--- src/rtl/smg_display_arbiter_if.sv ---
// Display arbitration bus: per-source requests/values in, owner and clamped value out.
interface smg_display_arbiter_if #(
  parameter int N_REQ = 4
);
  logic [N_REQ-1:0]      req;
  logic [N_REQ-1:0][7:0] req_data;   // source i at bits [8i+7:8i]
  logic [N_REQ-1:0]      grant;
  logic [7:0]            disp_data;
  logic                  disp_active;
  logic                  sat_flag;

  // sources drive requests and values, observe the grant and display value
  modport master (
    output req, req_data,
    input  grant, disp_data, disp_active, sat_flag
  );

  // arbiter samples requests and owns the display outputs
  modport slave (
    input  req, req_data,
    output grant, disp_data, disp_active, sat_flag
  );
endinterface

--- src/rtl/smg_display_arbiter.sv ---
// Round-robin owner of the two-digit display with a minimum dwell per grant.
// The shown value is clamped to 0..99; sat_flag marks a clamped value.
module smg_display_arbiter #(
  parameter int         N_REQ       = 4,
  parameter int         HOLD_CYCLES = 50000000,
  parameter int         CNT_W       = 26,
  parameter logic [7:0] IDLE_VALUE  = 8'd0
) (
  input logic                   CLK,
  input logic                   RST,
  smg_display_arbiter_if.slave  bus
);
  localparam int               IDX_W  = (N_REQ > 1) ? $clog2(N_REQ) : 1;
  localparam logic [CNT_W-1:0] RELOAD = CNT_W'(HOLD_CYCLES - 1);

  typedef enum logic {IDLE, HOLD} state_t;

  state_t           state_q, state_d;
  logic [N_REQ-1:0] grant_q, grant_d;
  logic [7:0]       disp_q, disp_d;
  logic             act_q, act_d;
  logic             sat_q, sat_d;
  logic [CNT_W-1:0] cnt_q, cnt_d;
  logic [IDX_W-1:0] last_q, last_d;   // current/most recent owner

  logic [N_REQ-1:0][7:0] clamped;
  logic [N_REQ-1:0]      over;
  logic [IDX_W-1:0]      idx;
  logic [IDX_W-1:0]      win;
  logic                  win_vld;

  // per-source clamp to the displayable range
  for (genvar i = 0; i < N_REQ; i++) begin : g_clamp
    assign over[i]    = bus.req_data[i] > 8'd99;
    assign clamped[i] = over[i] ? 8'd99 : bus.req_data[i];
  end

  // round-robin search from last_q+1; walking backwards lets the nearest
  // requester overwrite farther ones, and last_q itself is checked last
  always_comb begin
    win     = last_q;
    win_vld = 1'b0;
    idx     = last_q;
    for (int k = N_REQ; k >= 1; k--) begin
      idx = IDX_W'((int'(last_q) + k) % N_REQ);
      if (bus.req[idx]) begin
        win     = idx;
        win_vld = 1'b1;
      end
    end
  end

  // next state: dwell countdown, (re)arbitration on expiry, or drop to idle
  always_comb begin
    state_d = state_q;
    grant_d = grant_q;
    disp_d  = disp_q;
    act_d   = act_q;
    sat_d   = sat_q;
    cnt_d   = cnt_q;
    last_d  = last_q;
    if (state_q == HOLD && cnt_q != '0) begin
      cnt_d = cnt_q - 1'b1;
      // owner withdrawn: keep showing the last captured value until expiry
      if (bus.req[last_q]) begin
        disp_d = clamped[last_q];
        sat_d  = over[last_q];
      end
    end else if (win_vld) begin
      // new grant (or owner re-granted) loads the value at the same edge
      state_d      = HOLD;
      grant_d      = '0;
      grant_d[win] = 1'b1;
      last_d       = win;
      cnt_d        = RELOAD;
      act_d        = 1'b1;
      disp_d       = clamped[win];
      sat_d        = over[win];
    end else begin
      state_d = IDLE;
      grant_d = '0;
      act_d   = 1'b0;
      disp_d  = IDLE_VALUE;
      sat_d   = 1'b0;
    end
  end

  // state register; reset points last owner at N_REQ-1 so index 0 wins first
  always_ff @(posedge CLK) begin
    if (RST) begin
      state_q <= IDLE;
      grant_q <= '0;
      disp_q  <= IDLE_VALUE;
      act_q   <= 1'b0;
      sat_q   <= 1'b0;
      cnt_q   <= '0;
      last_q  <= IDX_W'(N_REQ - 1);
    end else begin
      state_q <= state_d;
      grant_q <= grant_d;
      disp_q  <= disp_d;
      act_q   <= act_d;
      sat_q   <= sat_d;
      cnt_q   <= cnt_d;
      last_q  <= last_d;
    end
  end

  assign bus.grant       = grant_q;
  assign bus.disp_data   = disp_q;
  assign bus.disp_active = act_q;
  assign bus.sat_flag    = sat_q;
endmodule

--- src/flat_wrapper.sv ---
// flat-port wrapper written by rule: the top's interface ports become plain ports
module smg_display_arbiter_flat 
#(
  parameter int         N_REQ       = 4,
  parameter int         HOLD_CYCLES = 50000000,
  parameter int         CNT_W       = 26,
  parameter logic [7:0] IDLE_VALUE  = 8'd0
)
  (CLK, RST, bus_req, bus_req_data, bus_grant, bus_disp_data, bus_disp_active, bus_sat_flag);
  smg_display_arbiter_if #(.N_REQ(N_REQ)) bus_i ();
  input logic CLK;
  input logic RST;
  input wire logic [$bits(bus_i.req)-1:0] bus_req;
  input wire logic [$bits(bus_i.req_data)-1:0] bus_req_data;
  output wire logic [$bits(bus_i.grant)-1:0] bus_grant;
  output wire logic [$bits(bus_i.disp_data)-1:0] bus_disp_data;
  output wire logic [$bits(bus_i.disp_active)-1:0] bus_disp_active;
  output wire logic [$bits(bus_i.sat_flag)-1:0] bus_sat_flag;
  assign bus_i.req = bus_req;
  assign bus_i.req_data = bus_req_data;
  assign bus_grant = bus_i.grant;
  assign bus_disp_data = bus_i.disp_data;
  assign bus_disp_active = bus_i.disp_active;
  assign bus_sat_flag = bus_i.sat_flag;
  smg_display_arbiter #(.N_REQ(N_REQ), .HOLD_CYCLES(HOLD_CYCLES), .CNT_W(CNT_W), .IDLE_VALUE(IDLE_VALUE)) u_core (.CLK(CLK), .RST(RST), .bus(bus_i));
endmodule
--- config.mk ---
export PLATFORM = sky130hd
export DESIGN_NAME = smg_display_arbiter_flat
export DESIGN_NICKNAME = d
export VERILOG_FILES = /design/src/rtl/smg_display_arbiter_if.sv /design/src/rtl/smg_display_arbiter.sv /design/src/flat_wrapper.sv
export SDC_FILE = /design/constraint.sdc
export NUM_CORES = 1
export LEC_CHECK = 0
export CAP_MARGIN = 20
export CORE_MARGIN = 1
export CORE_UTILIZATION = 45
export DETAILED_ROUTE_END_ITERATION = 12
export GPL_TIMING_DRIVEN = 0
export PLACE_DENSITY_LB_ADDON = 0.12
export SYNTH_ARGS = -nofsm -noshare
export SYNTH_HDL_FRONTEND = slang
export SYNTH_SLANG_ARGS = --single-unit
--- constraint.sdc ---
create_clock -name CLK -period 2 [get_ports CLK]
set_clock_uncertainty 0.1 [all_clocks]
set_input_delay 0.2 -clock CLK [delete_from_list [all_inputs] [get_ports CLK]]
set_output_delay 0.2 -clock CLK [all_outputs]
set_load 0.05 [all_outputs]
==> out/qor.yml <==
status:
  status: "complete, but fails checks"
  violations: "negative setup slack"
sta:
  finalHoldViolCount: 0
  maxSlewViolCount: 0
  worstMarginPinSlew_ns: 0.7667
  min_period_ns: 2.294
  fin_crit_sh: 1.147
  fin_setup_tns_ns: -7.968
  rsz0062_at_grt: "true"
  max_slew_margin: 0.4888
  finalSetupViolations: 42
  hold_slack_ns: 0.2823
  max_freq_ghz: 0.4359
  layout_setup_ws_ns: -0.2939
clocking:
  clkLatencyLatePin_ns: 0.31
  hold_buffers: 0
  cts-root-buf: "clkbuf_8"
  clk_path_buf_depth: 2
  htree_levels: 2
  cts_made_buffers: 5
  cts_tree: "built"
  path_clk_slew_ns: 0.09
  cts_sinks: 42
worst_setup_path:
  crit_type: "reg -> reg"
  critPathLaunchType: "flip-flop"
  critPathMaxFanout: 8
  worstPathRequired_ns: 2.11
  end_kind: "flip-flop"
  crit_arrival_ns: 2.41
synth:
  synth_seq_cells: 42
  syn_inst: 349
  async_flop_share: 0
  syn-cell-area_sq_um: 2741
  synth_nets: 389
  yosysWarnings: 0
  synth_edf_count: 0
  synth_seq_area_share: 0.3067
  synth.distinct_cells: 48
  avgSynthCellArea_sq_um: 7.855
  synthFlopType: "dfxtp_1"
floorplan:
  die_height_microns: 80.05
  ios: 52
  initial_core_util: 0.4658
  row_count: 28
  dieWidth_microns: 80.05
  core_area_sq_um: 5886
  dieArea_sq_um: 6408
placement:
  port-buffer-count: 50
  place_hpwl_mm: 6.055
  dp_slack_ns: -0.6687
  place_congestion: 0.9072
detailed_routing:
  drc: 0
  firstDrtPassIters: 5
  drt_wl_total_mm: 9.837
  vias: 3234
  ant_nets: 0
  vias_per_cell: 6.329
  wl_per_cell_microns: 19.25
  dr.first_iter.drc_count: 205
global_routing:
  track_usage: 0.2800
  grt_max_degree: 14
  overflow: 0
  grt_pass1_vias: 2886
  grt_pass1_wl_mm: 13.92
  grt_antenna_before_repair: 0
power_and_ir_drop:
  p_leak_nw: 1.566
  ir_worst_vdd_mv: 0.3649
  power_density_nw_per_um2: 624.8
layout:
  mostFrequentLayoutCell: "clkdlybuf4s50_1"
  mostFrequentLayoutCells: "clkdlybuf4s50_1, nor2_1, dfxtp_1"
  layout-drive-gt1-share: 0.3005
  final_util: 0.7147
  area_growth_pct: 53.45
  nets: 475
  antennaDiodeCount: 0
job:
  drv_cap: 0
min_path:
  hp-class: "in -> reg"
-- critical path: stages (launching register included) --
cell and delay [ns]:
dfxtp_1 0.41, nor3_2 0.34, nand4_2 0.19, o41a_1 0.39, buf_6 0.18, buf_12 0.15
o31ai_1 0.08, a21oi_1 0.14, a311oi_1 0.21
-- registers in the layout, summed over array words and instances (netlist names) --
| register | count |
|---|---|
| u_core.cnt_q | 26 |
| u_core.bus.disp_data | 8 |
| u_core.bus.grant | 4 |
| u_core.last_q | 2 |
| u_core.bus.sat_flag | 1 |
| u_core.state_q | 1 |
-- cell families after synthesis --
kind of cell             count (synthesis)  synth area share
AO/OA/AOI/OAI                          108            0.2679
adder cells (fa/ha/maj)                  2          0.009127
buffers and inverters                   26           0.04473
flip-flops                              42            0.3067
multiplexers                            28            0.1168
AND/OR/NAND/NOR                        143            0.2547
-- cells in the mapped netlist (3+ instances only) --
library cell	instances	area [sq um]
a211oi_1	12	90.09
nand4_1	3	18.77
o21ai_0	18	90.09
o22ai_1	9	56.30
o31ai_1	5	37.54
nor3_1	12	60.06
a311oi_1	9	78.83
mux4_2	3	67.56
inv_1	6	22.52
o211ai_1	3	22.52
o311ai_0	3	26.28
dfxtp_1	42	840.8
buf_2	8	40.04
or3_1	3	18.77
a21oi_1	30	150.1
nand3_1	12	60.06
o221ai_1	3	26.28
a211o_1	4	35.03
clkbuf_1	9	33.78
nor2_1	50	187.7
mux2i_1	23	230.2
nand2_1	30	112.6
nand2b_1	10	62.56
nor4_1	9	56.30
o2111ai_1	3	26.28
-- stage by stage --
step	instances	total power (W)	cell area [sq um]
5_1_grt	511	0.002724	4207
2_1_floorplan	349	0.001540	2829
4_1_cts	494	0.002471	3749
3_3_place_gp	474	0.001805	3423
6_report	511	0.002628	4207
3_5_place_dp	474	0.001810	3423
-- routing by layer --
| layer | global-route usage | routed length (microns) | vias up |
|---|---|---|---|
| li1 | - | - | 1504 |
| met1 | 0.3598 | 4178 | 1538 |
| met2 | 0.4726 | 4840 | 165 |
| met3 | 0.04432 | 537 | 27 |
| met4 | 0.09821 | 281 | 0 |
| met5 | 0 | 0 | - |
-- power breakdown --
group | internal (W) | switching [W]
logic | 0.000452 | 0.000567
registers | 0.000909 | 0.0000873
clock network | 0.000278 | 0.000334
total | 0.00164 | 0.000989
-- cell type report --
class	count	area (sq um)
multi-input cells	281	2186
inverters	6	22.52
flip-flops and latches	42	857.1
clock buffers	6	82.58
plain buffers	20	163.9
repair buffers	79	788.3
clock inverters	2	12.51
well taps	75	93.84
fillers	448	1679
-- what timing repair did --
action                                 4_1_cts  5_1_grt
setup buffers                               11       15
endpoints found under the hold margin        0        0
pin swaps                                    8       19
resized for setup                           39       65
gates cloned                                 1        2
setup endpoints to repair                   42       42
-- worst paths after layout --
check	slack, ns	to	from	cells past startpoint
worst max-delay path	-0.29	u_core.cnt_q[19]	u_core.cnt_q[22]	8
worst max register to register	-0.29	u_core.cnt_q[19]	u_core.cnt_q[22]	8
worst min register to register	0.36	u_core.bus.grant[0]	u_core.bus.grant[0]	2
worst min-delay path	0.28	u_core.cnt_q[5]	RST	2
Power figures use the tool's default switching activity.
